==> config.mk <==
export PLATFORM = sky130hd
export DESIGN_NAME = rf_config_sequencer
export DESIGN_NICKNAME = d
export VERILOG_FILES = /design/src/rtl/rf_config_sequencer.sv
export SDC_FILE = /design/constraint.sdc
export NUM_CORES = 1
export LEC_CHECK = 0
export ABC_AREA = 0
export CORE_AREA = 8 8 84 86
export DETAILED_ROUTE_END_ITERATION = 16
export DIE_AREA = 0 0 92 94
export GPL_TIMING_DRIVEN = 1
export PLACE_DENSITY_LB_ADDON = 0.1
export SLEW_MARGIN = 10
export SYNTH_ARGS = -nofsm -noshare
export SYNTH_HDL_FRONTEND = slang
export SYNTH_SLANG_ARGS = --single-unit
==> constraint.sdc <==
create_clock -name clk -period 2.3 [get_ports clk]
set_input_delay 0.23 -clock clk [delete_from_list [all_inputs] [get_ports clk]]
set_output_delay 0.23 -clock clk [all_outputs]
set_load 0.05 [all_outputs]
==> src/rtl/rf_config_sequencer.sv <==
// Power-up sequencer for an RF transceiver: pulses the chip reset, waits for it to
// settle, then streams NUM_CMDS register writes from a command ROM through an SPI master.
module rf_config_sequencer #(
  parameter int RESET_CYCLES = 2000,
  parameter int READY_WAIT   = 200,
  parameter int NUM_CMDS     = 368,
  parameter int GAP_CYCLES   = 4,
  parameter int TIMEOUT      = 1024
) (
  input  logic        clk,
  input  logic        reset,
  input  logic        start,
  output logic [8:0]  rom_addr,
  input  logic [23:0] rom_data,
  output logic        spi_start,
  output logic [23:0] spi_word,
  input  logic        spi_busy,
  input  logic        spi_done,
  output logic        rf_xreset_n,
  output logic        busy,
  output logic        done,
  output logic        err,
  output logic [8:0]  cmd_count
);

  localparam int MAX_A = (RESET_CYCLES > READY_WAIT) ? RESET_CYCLES : READY_WAIT;
  localparam int MAX_B = (TIMEOUT > GAP_CYCLES) ? TIMEOUT : GAP_CYCLES;
  localparam int MAX_C = (MAX_A > MAX_B) ? MAX_A : MAX_B;
  localparam int CW    = $clog2(MAX_C + 1);

  localparam logic [CW-1:0] RST_LAST = CW'(RESET_CYCLES - 1);
  localparam logic [CW-1:0] RDY_LAST = CW'(READY_WAIT - 1);
  localparam logic [CW-1:0] TO_LAST  = CW'(TIMEOUT - 1);
  localparam logic [CW-1:0] GAP_LAST = CW'((GAP_CYCLES > 0) ? GAP_CYCLES - 1 : 0);

  typedef enum logic [3:0] {
    IDLE, HOLD_RST, WAIT_RDY, FETCH, LOAD, ISSUE, WAIT_SPI, GAP, FINISH, ERROR
  } state_t;

  state_t        state, state_nxt;
  logic [CW-1:0] cnt;
  logic          launch;
  logic          run_req;
  logic [8:0]    cmd_nxt;
  logic          last_done, last_gap;

  assign run_req   = start && (state == IDLE || state == FINISH || state == ERROR);
  assign cmd_nxt   = cmd_count + 9'd1;
  assign last_done = (cmd_nxt == 9'(NUM_CMDS));
  assign last_gap  = (cmd_count == 9'(NUM_CMDS));

  // One shared dwell counter: cleared on every state change, saturates so a
  // long stall in ISSUE can never wrap it.
  always_ff @(posedge clk or posedge reset) begin
    if (reset) begin
      state <= IDLE;
      cnt   <= '0;
    end else begin
      state <= state_nxt;
      if (state_nxt != state) cnt <= '0;
      else if (cnt != '1)     cnt <= cnt + 1'b1;
    end
  end

  always_comb begin
    state_nxt = state;
    launch    = 1'b0;
    case (state)
      IDLE, FINISH, ERROR: if (start) state_nxt = HOLD_RST;
      HOLD_RST: if (cnt == RST_LAST) state_nxt = WAIT_RDY;
      WAIT_RDY: if (cnt == RDY_LAST) state_nxt = FETCH;
      FETCH:    state_nxt = LOAD;
      LOAD:     state_nxt = ISSUE;
      ISSUE: begin
        if (!spi_busy) begin
          launch    = 1'b1;
          state_nxt = WAIT_SPI;
        end
      end
      WAIT_SPI: begin
        // A completion on the final timeout clock still counts as success.
        if (spi_done) begin
          if (GAP_CYCLES > 0) state_nxt = GAP;
          else                state_nxt = last_done ? FINISH : FETCH;
        end else if (cnt == TO_LAST) begin
          state_nxt = ERROR;
        end
      end
      GAP:      if (cnt == GAP_LAST) state_nxt = last_gap ? FINISH : FETCH;
      default:  state_nxt = IDLE;
    endcase
  end

  assign spi_start   = launch;
  assign busy        = !(state == IDLE || state == FINISH || state == ERROR);
  // Chip stays in reset from power-on until the first run is requested.
  assign rf_xreset_n = !(state == IDLE || state == HOLD_RST);

  // rom_addr tracks cmd_count, so the ROM word is already settled when FETCH begins.
  always_ff @(posedge clk or posedge reset) begin
    if (reset) begin
      done      <= 1'b0;
      err       <= 1'b0;
      cmd_count <= '0;
      rom_addr  <= '0;
      spi_word  <= '0;
    end else begin
      if (run_req) begin
        done      <= 1'b0;
        err       <= 1'b0;
        cmd_count <= '0;
        rom_addr  <= '0;
      end
      if (state == LOAD) spi_word <= rom_data;
      if (state == WAIT_SPI && spi_done) begin
        cmd_count <= cmd_nxt;
        rom_addr  <= cmd_nxt;
      end
      if (state_nxt == FINISH) done <= 1'b1;
      if (state_nxt == ERROR)  err  <= 1'b1;
    end
  end

endmodule

-- After elaboration in Yosys (flattened, before gate mapping)
Index checks and enable logic that the tools add are counted.
- add/sub/neg operators: 2
- eq/ne operators: 18
- muxes and demuxes: 18
- reductions and logical operators: 13
- operator list (operator ; number):
    4-bit two-way mux ; 8
    4-bit one-hot mux with 8 select lines ; 1
    11-bit two-way mux ; 2
    9-bit two-way mux ; 2
    4-bit by 3-bit equality test with 1-bit output, second input constant ; 4
    4-bit equality test, second input constant ; 4
    11-bit by 1-bit adder with 11-bit output, second input constant ; 1
    11-bit by 10-bit equality test with 1-bit output, second input constant ; 1
    11-bit equality test, second input constant ; 1
    11-bit by 2-bit equality test with 1-bit output, second input constant ; 1
    11-bit by 8-bit equality test with 1-bit output, second input constant ; 1
    11-bit inequality test, second input constant ; 1
    9-bit by 1-bit adder with 9-bit output, second input constant ; 1
    9-bit equality test, second input constant ; 1
    4-bit by 2-bit equality test with 1-bit output, second input constant ; 2
    2-bit nonzero test ; 4
    1-bit two-way mux ; 5
    4-bit by 1-bit equality test with 1-bit output, second input constant ; 1
    4-bit logical NOT ; 1
    4-bit inequality test ; 1
    1-bit logical OR ; 3
    3-bit OR reduction ; 1
    1-bit logical AND ; 2
    1-bit logical NOT ; 2
- flip-flop bits (word level): 50
- input port bits: 29
- output and inout bits: 47
- word-level logic and storage cells: 57

-- Logic depth before layout (Yosys ltp)
Gate-level depths: netlist (run 1).
- word-level depth: 6
- depth in mapped cells: 8
- mapped depth without buffers: 8

-- Least setup slack after synthesis (run 1)
No wires, ideal clock.
- kind: reg-to-reg
- from: register cmd_count[0]
- to: register cnt[0]
- library setup time: 138 ps
- data arrival time: 2174 ps
- required time: 2162 ps
- slack: -12 ps
- cell stages (with the launch flop): 9
- clock period less this slack: 2312 ps
- path through: dfrtp_1 inv_1 ha_1 or4bb_1 nor4b_2 a21oi_1 and4b_1 buf_6 nor4_2
- word-level cells in the longest chain between the ends: 6
- elaborated cells on any way between the ends: 7
- those cells by class: 2 x eq/ne; 4 x mux; 1 x reduce/logical
- ends and longest elaborated chain (what ; RTL line ; RTL):
    start, declared ; 23 ; output logic [8:0] cmd_count
    start signal, assigned ; 116 ; cmd_count <= cmd_nxt;
    9-bit equality test (*) ; 50 ; assign last_gap = (cmd_count == 9'(NUM_CMDS));
    4-bit two-way mux (*) (2 in a row) ; 89 ; GAP: if (cnt == GAP_LAST) state_nxt = last_gap ? FINISH : FETCH;
    4-bit one-hot mux with 8 select lines (*) ; 68 ; case (state)
    4-bit inequality test (*) ; 60 ; if (state_nxt != state) cnt <= '0;
    11-bit two-way mux or 2-bit nonzero test (tied branches) ; n/a ;
    end signal, assigned ; 61 ; else if (cnt != '1) cnt <= cnt + 1'b1;
    end, declared ; 41 ; logic [CW-1:0] cnt;
Every way passes the cells marked *; elsewhere a longest branch is shown, timed or not.
A chain may end at the register's enable or synchronous reset.

-- Worst setup path after layout (run 1)
- from: register cnt[5]
- to: register cnt[1]
- word-level cells in the longest chain between the ends: 6
- elaborated cells on any way between the ends: 14
- those cells by class: 6 x eq/ne; 7 x mux; 1 x reduce/logical
- ends and longest elaborated chain (what ; RTL line ; RTL):
    11-bit by 10-bit equality test with 1-bit output ; 85 ; end else if (cnt == TO_LAST) begin
    4-bit two-way mux ; 85 ;
    4-bit two-way mux ; 82 ; if (spi_done) begin
    4-bit one-hot mux with 8 select lines ; 68 ;
    4-bit inequality test ; 60 ;
    11-bit two-way mux or 2-bit nonzero test (tied branches) ; n/a ;
Several ways; a longest one is shown, not always the timed one.

==> flow_summary.json, run 1 <==
{
  "status": "completed",
  "crit_slowest_cell": "or4_4",
  "synth_top_area_share_pct": 46.88,
  "p_seq_share_pct": 47.8,
  "syn_area_per_cell_sq_um": 11.12,
  "worstMarginPinSlew_ns": 0.6127,
  "ys_top_cells_by_count": "50 x dfrtp_1, 24 x mux2_2, 17 x nand2_1, 13 x nor2_1",
  "syn_nets": 272,
  "hpwl_mm": 4.787,
  "slew_violations": 0,
  "track_usage_pct": 14.81,
  "slew-limit-headroom_pct": 59.16,
  "grt_overflow": 0,
  "die_x_microns": 92,
  "drt-total-wl_mm": 6.383,
  "core_sq_um": 5746,
  "clockRootBuffer": "clkbuf_8",
  "cts_tree": "done",
  "grt_pass1_vias": 2060,
  "critPathRequiredTime_ns": 2.50,
  "cpPeakStageDelay_ns": 0.57,
  "startpoint_type": "flop",
  "finalSetupViolCount": 0,
  "dr.pass1.iters": 4,
  "clock_power_share_pct": 29.9,
  "synth-seq-cells": 50,
  "p_sw_share_pct": 28.97,
  "p_leak_nw": 1.602,
  "dp_cells": 390,
  "dieArea_sq_um": 8648,
  "netlist_area_sq_um": 2669,
  "grt_max_degree": 51,
  "gp_congestion": 0.8861,
  "maxCapViolations": 0,
  "endpoint_kind": "flop",
  "top_usage_layer": "met2",
  "grt_use_met1_pct": 20.31,
  "numCtsBuffers": 5,
  "period_share_pct": 95.69,
  "wl_per_cell_microns": 16.04,
  "seq_area_frac_synth_pct": 46.88,
  "p_comb_share_pct": 22.3,
  "synth_area_leaders": "dfrtp_1 47%, mux2_2 10%, nor4_2 3.8%",
  "fin_area_sq_um": 3687,
  "drt-initial-drc-count": 101,
  "cts_setup_buffers": 0,
  "route.detailed.drc": 0,
  "switching_power_mw": 0.6093,
  "clk_transition_reported_paths_ns": 0.09,
  "fin_setup_tns_ns": 0,
  "crit_path_cell_trace": "or4_4 > nor4_4 > o221ai_1 > nand3_1 > buf_12 > nor4_2",
  "finalClockSkew_ns": 0.004694,
  "peakVddDrop_uv": 451.1,
  "max_freq_ghz": 0.4544,
  "global_route.usage.met2_pct": 22.41,
  "hold_path.class": "input port to async pin",
  "antenna_cells": 0,
  "synth_most_common_cell": "dfrtp_1",
  "min_period_ns": 2.201,
  "cts.sinks": 50,
  "vias": 2142,
  "nNetsFinal": 354,
  "htree_levels": 2,
  "placed_area_sq_um": 3555,
  "fin_cells": 398,
  "syn2layout_area_growth_pct": 38.16,
  "via_per_inst": 5.382,
  "die_h_microns": 94,
  "worst_hold_slack_ns": 0.4082,
  "port_buffers": 75,
  "rows": 28,
  "cp_max_fo": 8,
  "hold_violations": 0,
  "start_util_pct": 46.45,
  "path_class": "flop to flop",
  "yosysTopAreaCell": "dfrtp_1",
  "met3_usage_pct": 4.476,
  "clock_path_buffers": 2,
  "synth.distinct_cells": 55,
  "grt_pass1_wl_mm": 10.50,
  "synth_edf_count": 0,
  "clock_latency_ns": 0.31,
  "synth_cells": 240,
  "grt_antenna_before_repair": 0,
  "synth_warnings": 0,
  "pin_count": 76,
  "worstPathArrival_ns": 2.40,
  "synth_ff_type": "dfrtp_1",
  "power_density_nw_per_um2": 570.3,
  "synth-async-reset-ratio_pct": 100.0,
  "final_antenna_net_count": 0,
  "internal_power_mw": 1.494,
  "final_layout_size_suffix_gt1_share_pct": 24.15
}
power groups by stage:
stage               registers (mW)  clock network [mW]  logic (mW)
global route                  1.02               0.692       0.513
CTS                           1.01               0.651       0.470
detailed placement            1.02                   0       0.462
global placement              1.02                   0       0.457
finish                        1.01               0.629       0.468
floorplan                     1.02                   0       0.313
per-layer routing:
layer  vias to the layer above  part of all wire, %
li1                       1042                    -
met1                      1019                   48
met4                         0                 0.75
met3                         6                  6.4
met2                        75                   45
met5                         -                    0
cell families (layout without fill, tap and decap cells):
logic type / count (synthesis) / after routing / synth area share [%]
buf+inv: 24 / 107 / 5.392
simple gates: 94 / 94 / 23.68
fa+ha+maj: 3 / 3 / 1.407
compound gates: 34 / 34 / 8.720
mux: 28 / 28 / 11.63
flops: 50 / 50 / 46.88
xor+xnor: 7 / 7 / 2.297
cells in the final DEF, fill, tap and decap left out, types with 4 or more instances in the layout:
| master | n |
|---|---|
| mux2i_1 | 4 |
| clkdlybuf4s50_1 | 72 |
| nand2_1 | 17 |
| and2_1 | 4 |
| and3_1 | 6 |
| nand4_1 | 4 |
| buf_4 | 18 |
| o21ai_0 | 11 |
| inv_1 | 4 |
| mux2_2 | 24 |
| dfrtp_1 | 49 |
| nor4_2 | 8 |
| clkbuf_8 | 5 |
| nor2_1 | 13 |
| nand3_1 | 8 |
| xnor2_1 | 4 |
worst max-delay path, delay by kind of cell, from the launching register on:
| family | cells | cell delay, ns |
|---|---|---|
| compound gates | 1 | 0.16 |
| simple gates | 4 | 1.31 |
| buf+inv | 1 | 0.18 |
| flops | 1 | 0.45 |
final timing paths:
check	start	end	slack, ns	depth (start not counted)
worst min-delay path	reset	spi_word[2]	0.41	3
worst min register to register	done	done	0.50	2
worst max register to register	cnt[5]	cnt[1]	0.1	6
min in group clk	done	done	0.50	2
max in group asynchronous	reset	cmd_count[0]	1.46	3
worst max-delay path	cnt[5]	cnt[1]	0.1	6
sequential cells by signal, summed over array words and instances, names as in the netlist:
register and count:
done 1, err 1, cmd_count 9, spi_word 24, state 4, cnt 11
area by class of cell:
class | count | area, sq um
clock inverter | 3 | 43.79
clock buffer | 5 | 68.82
multi-input combinational | 166 | 1297
fill | 486 | 2058
inverter | 6 | 22.52
tap | 75 | 93.84
timing repair buffer | 93 | 908.4
sequential | 50 | 1252
repair_timing:
item	CTS	global route
gates resized for setup	0	5
hold buffers	0	0
endpoints found under the setup margin	0	11
per-stage QoR:
| step | util [%] | total power, mW | setup slack (ns) |
|---|---|---|---|
| final | 64.18 | 2.103 | 0.09916 |
| after floorplan | - | 1.330 | 0.003762 |
| after global routing | 64.18 | 2.220 | -0.001680 |
| after detailed placement | 61.87 | 1.487 | 0.09656 |
| after global placement | 61.87 | 1.477 | 0.1416 |
| after CTS | 63.83 | 2.127 | 0.02244 |
(Power assumes the default switching activity.)
==> inputs of run 2 (changes only) <==
--- a/config.mk
+++ b/config.mk
@@ -6,11 +6,14 @@
 export NUM_CORES = 1
 export LEC_CHECK = 0
 export ABC_AREA = 0
+export CAP_MARGIN = 5
 export CORE_AREA = 8 8 84 86
+export CTS_CLUSTER_DIAMETER = 200
 export DETAILED_ROUTE_END_ITERATION = 16
 export DIE_AREA = 0 0 92 94
 export GPL_TIMING_DRIVEN = 1
 export PLACE_DENSITY_LB_ADDON = 0.1
+export RECOVER_POWER = 100
 export SLEW_MARGIN = 10
 export SYNTH_ARGS = -nofsm -noshare
 export SYNTH_HDL_FRONTEND = slang
==> run 2 against run 1 <==
Compared with the run above:
- combinational power fell by 2%
- die area stayed put
- total power fell by 0.42%
- largest cell class unchanged
- sequential power about the same
- critical path type unchanged
- register-to-register slack about the same
- sequential cell count unchanged
- first-iteration DRC count down 5.0%
==> flow_summary.json, run 2 (synthesized netlist as in run 1, its figures left out) <==
{
  "setup_slack_ns": 0.1006,
  "power_mw": 2.094,
  "post-place-ws_ns": 0.09656,
  "r2r-end": "cnt[1]",
  "worstMarginPinSlew_ns": 1.205,
  "htree_levels": 2,
  "endpoint_kind": "flop",
  "min_period_ns": 2.199,
  "cts_setup_buffers": 0,
  "wl_per_cell_microns": 16.01,
  "grt_max_degree": 51,
  "holdBufCountCts": 0,
  "fin_area_sq_um": 3657,
  "nNetsFinal": 354,
  "route.detailed.drc": 0,
  "cp_max_fo": 8,
  "dieArea_sq_um": 8648,
  "period_share_pct": 95.63,
  "critPathRequiredTime_ns": 2.50,
  "track_usage_pct": 14.81,
  "final_antenna_net_count": 0,
  "vias": 2125,
  "placed_area_sq_um": 3555,
  "hpwl_mm": 4.787,
  "finish.utilization_pct": 63.65,
  "fillerInstances": 495,
  "die_h_microns": 94,
  "p_leak_nw": 1.722,
  "reg2reg_slack_ns": 0.10,
  "syn2layout_area_growth_pct": 37.04,
  "max_freq_ghz": 0.4547,
  "rr_worst_depth": 6,
  "hold_end": "done",
  "numCtsBuffers": 5,
  "cts_tree": "done",
  "worst_hold_slack_ns": 0.4927,
  "final_common_cell": "dfrtp_1",
  "core_sq_um": 5746,
  "grt_pass1_wl_mm": 10.50,
  "worstPathArrival_ns": 2.40,
  "drt-total-wl_mm": 6.370,
  "pin_count": 76,
  "clock_path_buffers": 2,
  "clockRootBuffer": "clkbuf_8",
  "finalClockSkew_ns": 0.004265,
  "dr.pass1.iters": 4,
  "port_buffers": 75,
  "antenna_cells": 0,
  "startpoint_type": "flop",
  "start_util_pct": 46.45,
  "regMostFlops": "spi_word",
  "drt-initial-drc-count": 96,
  "die_x_microns": 92,
  "slew_violations": 0,
  "largest_reg_flops": 24,
  "final_layout_size_suffix_gt1_share_pct": 22.91,
  "min_from": "done",
  "maxCapViolations": 0,
  "grt_overflow": 0,
  "peakVddDrop_uv": 451.1,
  "path_class": "flop to flop",
  "hold_depth": 2,
  "slew-limit-headroom_pct": 19.70,
  "grt_antenna_before_repair": 0,
  "status": "completed",
  "clk_transition_reported_paths_ns": 0.09,
  "rows": 28,
  "power_density_nw_per_um2": 572.6,
  "grt_pass1_vias": 2060,
  "clock_latency_ns": 0.31,
  "hold_path.class": "flop to flop",
  "reg2reg_from": "cnt[5]",
  "gp_congestion": 0.8861,
  "finalSetupViolCount": 0,
  "hold_violations": 0,
  "cts.sinks": 50,
  "largestRegisters": "spi_word: 24 flops, cnt: 11 flops, cmd_count: 9 flops",
  "layout_common_cells": "49 x dfrtp_1, 45 x dlygate4sd3_1, 27 x clkdlybuf4s50_1, 24 x mux2_2, 17 x nand2_1",
  "via_per_inst": 5.339
}
==> run 2: per-stage QoR <==
step	TNS, ns	cells
3_5_place_dp	0	390
5_1_grt	-0.002366	398
4_1_cts	0	398
2_1_floorplan	0	240
6_report	0	398
3_3_place_gp	0	390
==> run 2: worst max-delay path by stage <==
stage,endpoint,startpoint,slack [ns]
floorplan,cnt[0],cmd_count[1],0.004
global placement,cnt[8],cmd_count[0],0.14
detailed placement,cnt[6],cmd_count[0],0.1
CTS,rf_xreset_n,state[3],0.02
global route,cnt[7],cnt[5],-0.002
finish,cnt[1],cnt[5],0.10
==> run 2: repair_timing <==
action                                  CTS  global route
resized for setup                         0             5
endpoints found under the hold margin     0             0
endpoints found under the setup margin    0            11
==> run 2: cell type report <==
type	instances	area (sq um)	share of cell area [%]
multi-input combinational	166	1297	35.48
clock inverter	3	43.79	1.197
clock buffer	5	68.82	1.882
inverter	6	22.52	0.6158
timing repair buffer	93	878.3	24.02
sequential	50	1252	34.25
tap	75	93.84	2.566
==> run 2: power breakdown <==
| part | internal (mW) | switching, mW |
|---|---|---|
| logic | 0.227 | 0.232 |
| registers | 0.932 | 0.0729 |
| clock network | 0.326 | 0.304 |
| total | 1.49 | 0.609 |
==> run 2: worst max-delay path: stages, from the launching register on <==
cell      delay (ns)
dfrtp_1         0.45
or4_4           0.57
nor4_4          0.38
o221ai_1        0.16
nand3_1         0.31
buf_12          0.18
nor4_2          0.05
==> run 2: layer usage <==
layer	up-vias	global-route usage [%]	wire [microns]
li1	1046	-	-
met1	1009	20.31	3087
met2	66	22.41	2855
met3	4	4.476	392
met4	0	3.221	34
met5	-	0	0
